<file path="src/rtl/pixel_binarize_bbox.sv">
// Binarises a raster grey-pixel stream (dark = 1), tracks x/y coordinates and
// accumulates the bounding box of dark pixels over one frame.
//
// state  | meaning
// S_IDLE | waiting for start after reset
// S_RUN  | consuming pixels, busy=1
// S_DONE | frame complete, bbox/found published until next start
module pixel_binarize_bbox #(
  parameter int data_width = 8,
  parameter int img_width  = 160,
  parameter int img_height = 120,
  parameter int x_width    = 8,
  parameter int y_width    = 7,
  parameter int threshold  = 128
) (
  input  logic                  clka,
  input  logic                  rsta_n,
  input  logic                  start,
  input  logic [data_width-1:0] pix_in,
  input  logic                  pix_valid,
  output logic                  bin_out,
  output logic                  bin_valid,
  output logic [x_width-1:0]    x_out,
  output logic [y_width-1:0]    y_out,
  output logic                  busy,
  output logic                  done,
  output logic                  found,
  output logic [x_width-1:0]    bbox_xmin,
  output logic [x_width-1:0]    bbox_xmax,
  output logic [y_width-1:0]    bbox_ymin,
  output logic [y_width-1:0]    bbox_ymax
);

  localparam logic [x_width-1:0]    x_last = x_width'(img_width - 1);
  localparam logic [y_width-1:0]    y_last = y_width'(img_height - 1);
  localparam logic [data_width-1:0] thr    = data_width'(threshold);

  typedef enum logic [1:0] {S_IDLE, S_RUN, S_DONE} state_t;

  state_t             state;
  logic [x_width-1:0] x_cnt, xmin_r, xmax_r, n_xmin, n_xmax;
  logic [y_width-1:0] y_cnt, ymin_r, ymax_r, n_ymin, n_ymax;
  logic               found_r, n_found, dark, last;

  // Next bounding box if the current pixel is accepted.
  always_comb begin
    dark    = (pix_in < thr);
    last    = (x_cnt == x_last) && (y_cnt == y_last);
    n_found = found_r;
    n_xmin  = xmin_r;
    n_xmax  = xmax_r;
    n_ymin  = ymin_r;
    n_ymax  = ymax_r;
    if (dark) begin
      n_found = 1'b1;
      if (!found_r) begin
        n_xmin = x_cnt;
        n_xmax = x_cnt;
        n_ymin = y_cnt;
        n_ymax = y_cnt;
      end else begin
        if (x_cnt < xmin_r) n_xmin = x_cnt;
        if (x_cnt > xmax_r) n_xmax = x_cnt;
        if (y_cnt < ymin_r) n_ymin = y_cnt;
        if (y_cnt > ymax_r) n_ymax = y_cnt;
      end
    end
  end

  always_ff @(posedge clka or negedge rsta_n) begin
    if (!rsta_n) begin
      state     <= S_IDLE;
      x_cnt     <= '0;
      y_cnt     <= '0;
      found_r   <= 1'b0;
      xmin_r    <= '0;
      xmax_r    <= '0;
      ymin_r    <= '0;
      ymax_r    <= '0;
      bin_out   <= 1'b0;
      bin_valid <= 1'b0;
      x_out     <= '0;
      y_out     <= '0;
      busy      <= 1'b0;
      done      <= 1'b0;
      found     <= 1'b0;
      bbox_xmin <= '0;
      bbox_xmax <= '0;
      bbox_ymin <= '0;
      bbox_ymax <= '0;
    end else begin
      bin_valid <= 1'b0;
      case (state)
        S_IDLE, S_DONE: begin
          if (start) begin
            state     <= S_RUN;
            busy      <= 1'b1;
            done      <= 1'b0;
            found     <= 1'b0;
            bbox_xmin <= '0;
            bbox_xmax <= '0;
            bbox_ymin <= '0;
            bbox_ymax <= '0;
            x_cnt     <= '0;
            y_cnt     <= '0;
            found_r   <= 1'b0;
            xmin_r    <= '0;
            xmax_r    <= '0;
            ymin_r    <= '0;
            ymax_r    <= '0;
          end
        end
        S_RUN: begin
          if (pix_valid) begin
            bin_valid <= 1'b1;
            bin_out   <= dark;
            x_out     <= x_cnt;
            y_out     <= y_cnt;
            found_r   <= n_found;
            xmin_r    <= n_xmin;
            xmax_r    <= n_xmax;
            ymin_r    <= n_ymin;
            ymax_r    <= n_ymax;
            if (last) begin
              state     <= S_DONE;
              busy      <= 1'b0;
              done      <= 1'b1;
              found     <= n_found;
              bbox_xmin <= n_found ? n_xmin : '0;
              bbox_xmax <= n_found ? n_xmax : '0;
              bbox_ymin <= n_found ? n_ymin : '0;
              bbox_ymax <= n_found ? n_ymax : '0;
            end else if (x_cnt == x_last) begin
              x_cnt <= '0;
              y_cnt <= y_cnt + 1'b1;
            end else begin
              x_cnt <= x_cnt + 1'b1;
            end
          end
        end
        default: state <= S_IDLE;
      endcase
    end
  end

endmodule
</file>
<file path="config.mk">
export PLATFORM = sky130hd
export DESIGN_NAME = pixel_binarize_bbox
export DESIGN_NICKNAME = d
export VERILOG_FILES = /design/src/rtl/pixel_binarize_bbox.sv
export SDC_FILE = /design/constraint.sdc
export NUM_CORES = 1
export LEC_CHECK = 0
export BUFFER_PORTS_ARGS = -buffer_cell sky130_fd_sc_hd__buf_2
export CORE_ASPECT_RATIO = 0.8
export CORE_UTILIZATION = 29
export DETAILED_ROUTE_END_ITERATION = 10
export GPL_ROUTABILITY_DRIVEN = 0
export PLACE_DENSITY = 0.53
export SETUP_SLACK_MARGIN = 0.02
export SYNTH_ARGS = -nofsm -noshare
export SYNTH_HDL_FRONTEND = slang
export SYNTH_SLANG_ARGS = --single-unit
</file>
<file path="constraint.sdc">
create_clock -name clka -period 2.4 [get_ports clka]
set_input_delay 0.12 -clock clka [delete_from_list [all_inputs] [get_ports clka]]
set_output_delay 0.12 -clock clka [all_outputs]
set_load 0.01 [all_outputs]
</file>
# Word level (Yosys, flattened, before mapping)
# Index checks and enable logic that the tools add are counted.
[op_classes]
magnitude_cmp = 5
add_sub_neg = 2
muxes = 66
reduce_logical = 10
n_eq_ne = 9
[op_table]
columns = ["op", "count"]
rows = [
  ["8-bit two-way mux", 18],
  ["7-bit two-way mux", 18],
  ["8-bit one-hot mux with 2 select lines", 5],
  ["7-bit one-hot mux with 2 select lines", 5],
  ["1-bit two-way mux", 12],
  ["2-bit inequality test, second input constant", 5],
  ["8-bit by 1-bit adder with 8-bit output, second input constant", 1],
  ["8-bit == test, second input constant", 1],
  ["8-bit greater-than comparator", 1],
  ["8-bit < comparator", 1],
  ["8-bit < comparator, second input constant", 1],
  ["1-bit one-hot mux with 2 select lines", 4],
  ["4-bit AND reduction", 2],
  ["7-bit by 1-bit adder with 7-bit output, second input constant", 1],
  ["7-bit == test, second input constant", 1],
  ["7-bit greater-than comparator", 1],
  ["7-bit < comparator", 1],
  ["2-bit two-way mux", 3],
  ["3-bit AND reduction", 2],
  ["5-bit AND reduction", 1],
  ["2-bit one-hot mux with 2 select lines", 1],
  ["2-bit by 1-bit == test with 1-bit output, second input constant", 1],
  ["2-bit == test, second input constant", 1],
  ["2-bit zero test", 1],
  ["4 further kinds", 4],
]
[totals]
output_inout_bits = 50
elab_cells = 111
inputBits = 12
regBits = 98

# Depth between registers and ports, before layout
# Gate-level depths: netlist of run 1.
[depth]
depth_word = 8
ltp_mapped = 10

# Worst setup path after synthesis of run 1
# No wires, ideal clock.
[synth_timing]
kind = "register to register"
start = "reg x_cnt[3]"
end = "reg xmax_r[1]"
path_buffers = 1
slack_ns = 0.303
t_arrival_ns = 1.976
setup_time_ns = 0.121
path_stages_with_launch = 9
cell_sequence = "dfrtp_1 -> ha_1 -> nand2_1 -> o21bai_1 -> a211o_1 -> a211oi_1 -> buf_2 -> o21ai_2 -> a22o_1"
[synth_via]
elab_chain_len = 6
[synth_rtl]
columns = ["element", "line_no", "rtl"]
rows = [
  ["from (decl)", "41", "logic [x_width-1:0] x_cnt, xmin_r, xmax_r, n_xmin, n_xmax;"],
  ["from (signal assigned)", "137", "x_cnt <= x_cnt + 1'b1;"],
  ["8-bit greater-than comparator", "63", "if (x_cnt > xmax_r) n_xmax = x_cnt;"],
  ["8-bit two-way mux", "63", ""],
  ["8-bit two-way mux", "56", "if (!found_r) begin"],
  ["8-bit two-way mux", "54", "if (dark) begin"],
  ["8-bit two-way mux", "114", "if (pix_valid) begin"],
  ["8-bit one-hot mux with 2 select lines", "93", "case (state)"],
  ["to (signal assigned)", "121", "xmax_r <= n_xmax;"],
  ["to (decl)", "41", ""],
]
# No other way between the ends. The select of a mux whose other input is x is not followed.
# A chain may end at the register's enable or synchronous reset.

# Final worst setup path of run 1
[layout_timing]
start = "reg ymax_r[4]"
end = "reg bbox_ymax[1]"
[layout_via]
elab_chain_len = 8
[layout_rtl]
columns = ["element", "line_no", "rtl"]
rows = [
  ["from (decl)", "42", "logic [y_width-1:0] y_cnt, ymin_r, ymax_r, n_ymin, n_ymax;"],
  ["from (signal assigned)", "123", "ymax_r <= n_ymax;"],
  ["7-bit greater-than comparator", "65", "if (y_cnt > ymax_r) n_ymax = y_cnt;"],
  ["7-bit two-way mux", "65", ""],
  ["7-bit two-way mux", "56", ""],
  ["7-bit two-way mux", "54", ""],
  ["7-bit two-way mux", "132", "bbox_ymax <= n_found ? n_ymax : '0;"],
  ["7-bit two-way mux", "124", "if (last) begin"],
  ["7-bit two-way mux", "114", ""],
  ["7-bit one-hot mux with 2 select lines", "93", ""],
  ["to (signal assigned)", "132", ""],
  ["to (decl)", "31", "output logic [y_width-1:0] bbox_ymax"],
]
# No other way between the ends. The select of a mux whose other input is x is not followed.

==> results of run 1 <==
metrics by stage:
step	hold WS (ns)	total power [mW]	utilization, %
2_1_floorplan	-0.1756	3.309	-
3_3_place_gp	0.08741	3.931	33.99
3_5_place_dp	0.09399	4.012	33.99
4_1_cts	0.06363	5.540	35.92
5_1_grt	0.08756	5.926	36.05
6_report	0.07397	5.524	36.05
critical path, cell delays in order (launching register included):
cell	delay (ns)
dfrtp_1	0.44
inv_1	0.07
ha_1	0.29
a21oi_1	0.14
nor2b_1	0.06
o21ai_0	0.21
a41oi_2	0.26
and2_1	0.24
buf_4	0.15
a221o_1	0.29
what timing repair did:
item	4_1_cts	5_1_grt
hold endpoints to repair	28	0
buffers inserted	0	0
hold buffers	1	0
endpoints found under the setup margin	0	28
gates resized for setup	0	5
layout make-up:
type / count / area, um2 / share of cell area (%)
clock inverters: 6 / 72.57 / 1.208
repair buffers: 95 / 595.6 / 9.917
clock buffers: 10 / 239.0 / 3.979
well taps: 220 / 275.3 / 4.583
multi-input cells: 352 / 2230 / 37.13
flip-flops and latches: 98 / 2452 / 40.83
inverters: 37 / 141.4 / 2.354
routing by layer:
metal / routed length [um] / GRT usage, % / up-vias
met5: 0 / 0 / -
met4: 175 / 5.026 / 0
met3: 840 / 4.330 / 12
met2: 4782 / 20.21 / 106
met1: 6701 / 23.93 / 1869
li1: - / - / 1934
sequential cells by signal, indices dropped and copies added (netlist names), 8 cells and up:
signal and cells:
xmax_r 8, x_cnt 8, xmin_r 8, bbox_xmax 8, x_out 8, bbox_xmin 8
cell families (layout without fill, tap and decap cells):
logic type,count (synthesis),after routing,share of synthesized area (%)
AND/OR/NAND/NOR,200,200,18.79
AO/OA/AOI/OAI,104,104,14.62
flip-flops,98,98,49.23
buffers and inverters,65,148,6.456
adder cells (fa/ha/maj),30,30,7.536
XOR/XNOR,10,10,1.758
multiplexers,8,8,1.608
final timing paths:
path / start / end / slack [ns] / cells after the start
worst min-delay path: start / busy$_DFFE_PN0P_ / 0.07 / 3
min in group asynchronous: rsta_n / x_out[1]$_DFFE_PN0P_ / 0.24 / 2
max in group asynchronous: rsta_n / done$_DFFE_PN0P_ / 1.44 / 3
worst max-delay path: ymax_r[4]$_DFFE_PN0P_ / bbox_ymax[1]$_DFFE_PN0P_ / 0.13 / 9
worst max register to register: ymax_r[4]$_DFFE_PN0P_ / bbox_ymax[1]$_DFFE_PN0P_ / 0.13 / 9
worst min register to register: bbox_ymin[5]$_DFFE_PN0P_ / bbox_ymin[5]$_DFFE_PN0P_ / 0.46 / 2
layout by cell type, fill, tap and decap left out, types with 2 or more instances in the layout:
cell type  count
and3_1         4
o21ai_1        2
xor2_1         9
a211oi_1       5
nand2_1      110
a22o_1        16
inv_6          2
nand2_2        2
mux2i_1        7
a21o_1         3
o31ai_1        5
a221o_1        3
dfrtp_1       98
and4bb_1       2
ha_1          30
o21bai_1       2
o21ai_0       34
nor2b_1        5
buf_2         53
nor2_1        20
o211ai_1      10
buf_4         40
inv_1         36
clkinv_4       2
nor3_1         2
clkbuf_16      9
nand4_1       19
o311ai_0       2
nand3_1       20
a21oi_1        9
nand2b_1       6
power by group through the flow:
stage	registers (mW)	clock network [mW]	logic [mW]
global placement	2.15	0	1.78
finish	2.13	1.50	1.89
floorplan	2.11	0	1.20
global route	2.17	1.63	2.13
CTS	2.13	1.55	1.87
detailed placement	2.16	0	1.85
==> metrics.md, run 1 <==
| Metric | Value |
|---|---|
| Chip height | `119.2 um` |
| First-pass GRT wire length | `21000 um` |
| Root Driver | `clkbuf_16` |
| CTS buffer count | `9` |
| Vias in the first global route | `3862` |
| Nets | `635` |
| MaxCap Viol Count | `0` |
| Global route overflow | `0` |
| Avg Inst Size Synth | `9.672 um2` |
| Synth top area cells | `dfrtp_1 (49%), nand2_1 (8.4%), ha_1 (7.5%)` |
| DP Cell Count | `801` |
| Switch share | `36.27%` |
| Clock Latency Late Sink | `0.36 ns` |
| Number of I/O pins | `62` |
| Synthesized area | `0.004981 mm2` |
| Sequential-to-total area share from yosys stat | `49.23%` |
| Top cells by count, synth | `nand2_1 (111), dfrtp_1 (98), inv_1 (36)` |
| Clock Power Share | `27.1%` |
| Combinational share of power | `34.3%` |
| Pwr Density | `919.8 mW/mm2` |
| CTS Sinks | `98` |
| Die area | `0.01771 mm2` |
| Pins Over Slew Limit | `0` |
| Fin Clk Skew | `0.008604 ns` |
| Cell variety after synth | `54` |
| Largest net degree at the start of global routing | `44` |
| Final Setup Violations | `0` |
| Top-count cell post-synth | `nand2_1` |
| WS Path Type | `reg -> reg` |
| Internal power | `3.520 mW` |
| Initial antenna violation count | `0` |
| RSZ-0062 raised after global routing | `yes` |
| Seq pwr share | `38.6%` |
| Vias per cell | `4.793` |
| 1st-iter DRT viols | `343` |
| CTS max path bufs | `2` |
| Fillers | `1709` |
| Max VDD drop | `0.0003261 V` |
| Die W | `148.5 um` |
| Clock slew seen by the registers of the worst setup and hold paths | `0.07 ns` |
| Setup TNS | `0 ns` |
| H-Tree Depth | `3` |
| Placeable Area | `0.01666 mm2` |
| Relative slew margins | `72.12%` |
| FP Rows | `42` |
| Share of the synthesized area in the top cell type | `49.23%` |
| DP Area | `0.005662 mm2` |
| CP Data Required Time | `2.64 ns` |
| Synth warn | `0` |
| Register bit count reported by yosys | `98` |
| Dpl ws | `0.06116 ns` |
| Area added between synthesis and finish | `20.57%` |
| CP Launch Type | `flop` |
| Worst-Margin Slew | `0.4182 ns` |
| Post-Syn Nets | `557` |
| Ys flop type | `dfrtp_1` |
| Setup ws final | `0.1346 ns` |
| Wire per inst | `15.28 um` |
| Drt pass-1 iters | `4` |
| Ys async rst share | `100.0%` |
| Net Sw Power | `2.004 mW` |
| Largest area contributor in the netlist | `dfrtp_1` |
| Post-Layout Cell Count | `818` |
| Hpwl dp | `9569 um` |
| Total Wirelength | `12500 um` |
| Hold Vio Cnt, Final | `0` |
| Vias | `3921` |
| Crit path max fanout | `6` |
| Hold Crit Class | `in -> reg` |
| Minimum clock period | `2.265 ns` |
| CTS tree | `done` |
| Remaining DRCs | `0` |
| Arr. time, crit path | `2.51 ns` |
| GR Util All Layers | `15.50%` |
| Layout cells sized above 1 | `21.57%` |
| Leakage | `3.005 nW` |
| Status | `finished clean` |
| Fmax | `441.4 MHz` |
| EDFF count, synth | `0` |
| PortBufs | `54` |
| Cell count after synthesis | `515` |
| Post-route cell area | `0.006006 mm2` |
| Number of inserted diodes | `0` |
| Period utilization | `94.39%` |
| Initial core utilization | `29.90%` |
| Crit end category | `flop` |
| Detail Route Antenna Nets | `0` |
Power figures use the tool's default switching activity.
==> inputs of run 2 (changes only) <==
Settings changed: CORE_UTILIZATION 29 to 58, PLACE_DENSITY 0.53 to 0.87.
==> metrics.md, run 2 (synthesized netlist as in run 1, its figures left out) <==
| Metric | Value |
|---|---|
| FF-to-FF path depth | `8` |
| Total Wirelength | `12280 um` |
| Wire per inst | `17.35 um` |
| Max VDD drop | `0.0004306 V` |
| Detail Route Antenna Nets | `0` |
| CP Launch Type | `flop` |
| Relative slew margins | `56.45%` |
| Hpwl dp | `8776 um` |
| Pwr Density | `915.2 mW/mm2` |
| Period utilization | `97.69%` |
| Leakage | `2.958 nW` |
| Vias in the first global route | `4080` |
| Die W | `105.6 um` |
| CTS tree | `done` |
| Nets | `637` |
| 1st-iter DRT viols | `414` |
| Hold Crit Class | `in -> reg` |
| Placeable Area | `0.008128 mm2` |
| Setup ws final | `0.05546 ns` |
| Fmax | `426.5 MHz` |
| Final Setup Violations | `0` |
| Critical-path top delay cell | `dfrtp_1` |
| CTS buffer count | `9` |
| Power, Total | `5.287 mW` |
| Cells on Worst Hold Path | `3` |
| Chip height | `84.89 um` |
| Fillers | `617` |
| First-pass GRT wire length | `20150 um` |
| Cell Chain, Critical Path | `ha_1 -> nor2b_1 -> o21a_1 -> o21bai_1 -> a41oi_2 -> and2_1 -> buf_4 -> a221o_1` |
| Vias per cell | `5.936` |
| PortBufs | `54` |
| Most frequent cells in the layout | `nand2_1 (110), dfrtp_1 (96), buf_2 (53)` |
| WS Path Type | `reg -> reg` |
| CP Data Required Time | `2.64 ns` |
| Number of I/O pins | `62` |
| Hold WS | `0.07302 ns` |
| Pins Over Slew Limit | `0` |
| CTS Sinks | `98` |
| Footprint of the multi-input gates | `0.002248 mm2` |
| MaxCap Viol Count | `0` |
| RSZ-0062 raised after global routing | `yes` |
| Arr. time, crit path | `2.59 ns` |
| Biggest cell delay along the critical path | `0.46 ns` |
| Global route overflow | `0` |
| Commonest non-fill, non-tap cell in the layout | `nand2_1` |
| Remaining DRCs | `0` |
| CTS max path bufs | `2` |
| Number of inserted diodes | `0` |
| Hold Vio Cnt, Final | `0` |
| Clock slew seen by the registers of the worst setup and hold paths | `0.09 ns` |
| Post-route cell area | `0.005777 mm2` |
| GR Util All Layers | `28.79%` |
| Worst-Margin Slew | `0.6532 ns` |
| Vias | `4203` |
| Layout cells sized above 1 | `22.67%` |
| Area added between synthesis and finish | `15.98%` |
| Minimum clock period | `2.345 ns` |
| Largest net degree at the start of global routing | `55` |
| Dpl ws | `0.02596 ns` |
| H-Tree Depth | `3` |
| Initial antenna violation count | `0` |
| Setup TNS | `0 ns` |
| Reg area | `0.002455 mm2` |
| Clock Latency Late Sink | `0.36 ns` |
| Root Driver | `clkbuf_8` |
| Status | `finished clean` |
| Crit end category | `flop` |
| Drt pass-1 iters | `4` |
| Crit path max fanout | `6` |
| Initial core utilization | `61.28%` |
| Fin Clk Skew | `0.01422 ns` |
| FP Rows | `29` |
| Die area | `0.008965 mm2` |
| DP Area | `0.005487 mm2` |
==> run 2: cell types whose count changed in the layout (fill, tap and decap cells not counted), moves of 2 or more <==
cell	change
inv_6	-2
mux2i_2	+2
dfrtp_1	-2
mux2i_1	-2
clkbuf_8	+8
dfrtp_2	+2
buf_4	+2
clkbuf_16	-9
==> run 2: layout make-up <==
cell class                      count  share of cell area [%]
Clock buffer                       10                   2.209
Clock inverter                      6                   1.170
Timing Repair Buffer               97                   10.42
Tap cell                          108                   2.339
Multi-Input combinational cell    352                   38.92
Inverter                           37                   2.447
Sequential cell                    98                   42.50
==> run 2: routing by layer <==
metal	track usage (%)	wire length, um	part of all wire [%]
met1	41.42	5462	44
met3	4.839	983	8.0
met2	44.68	5680	46
met5	0	0	0
met4	10.23	157	1.3
==> run 2: path summary, 6_finish.rpt <==
check,from,endpoint,slack (ns)
hold reg to reg,bbox_ymin[5]$_DFFE_PN0P_,bbox_ymin[5]$_DFFE_PN0P_,0.47
max in group asynchronous,rsta_n,bbox_xmax[2]$_DFFE_PN0P_,1.34
setup / recovery,y_cnt[1]$_DFFE_PN0P_,bbox_ymax[0]$_DFFE_PN0P_,0.06
hold / removal,start,busy$_DFFE_PN0P_,0.07
min in group asynchronous,rsta_n,x_out[4]$_DFFE_PN0P_,0.34
setup reg to reg,y_cnt[1]$_DFFE_PN0P_,bbox_ymax[0]$_DFFE_PN0P_,0.06
==> run 2: report_power, final <==
part | switching, mW | internal [mW] | total [mW]
clock | 0.564 | 0.484 | 1.05
sequential | 0.260 | 1.88 | 2.14
combinational | 1.20 | 0.900 | 2.10
==> run 2: repair_timing <==
action,CTS,global route
buffers inserted,0,5
setup endpoints to repair,2,48
pin swaps,0,2
hold buffers,1,0
hold endpoints to repair,51,0
resized for setup,1,13
==> run 2: per-stage QoR <==
step	std cells	util, %
finish	708	71.07
global route	708	71.07
CTS	703	70.06
detailed placement	686	67.50
global placement	686	67.50
floorplan	515	-
==> run 2: worst max-delay path, delay by kind of cell (launching register included) <==
family / cells / cell delay [ns]
DFF: 1 / 0.46
adders and majority gates: 1 / 0.34
buffers and inverters: 1 / 0.16
AOI/OAI and AO/OA: 4 / 0.88
and+or+nand+nor: 2 / 0.37
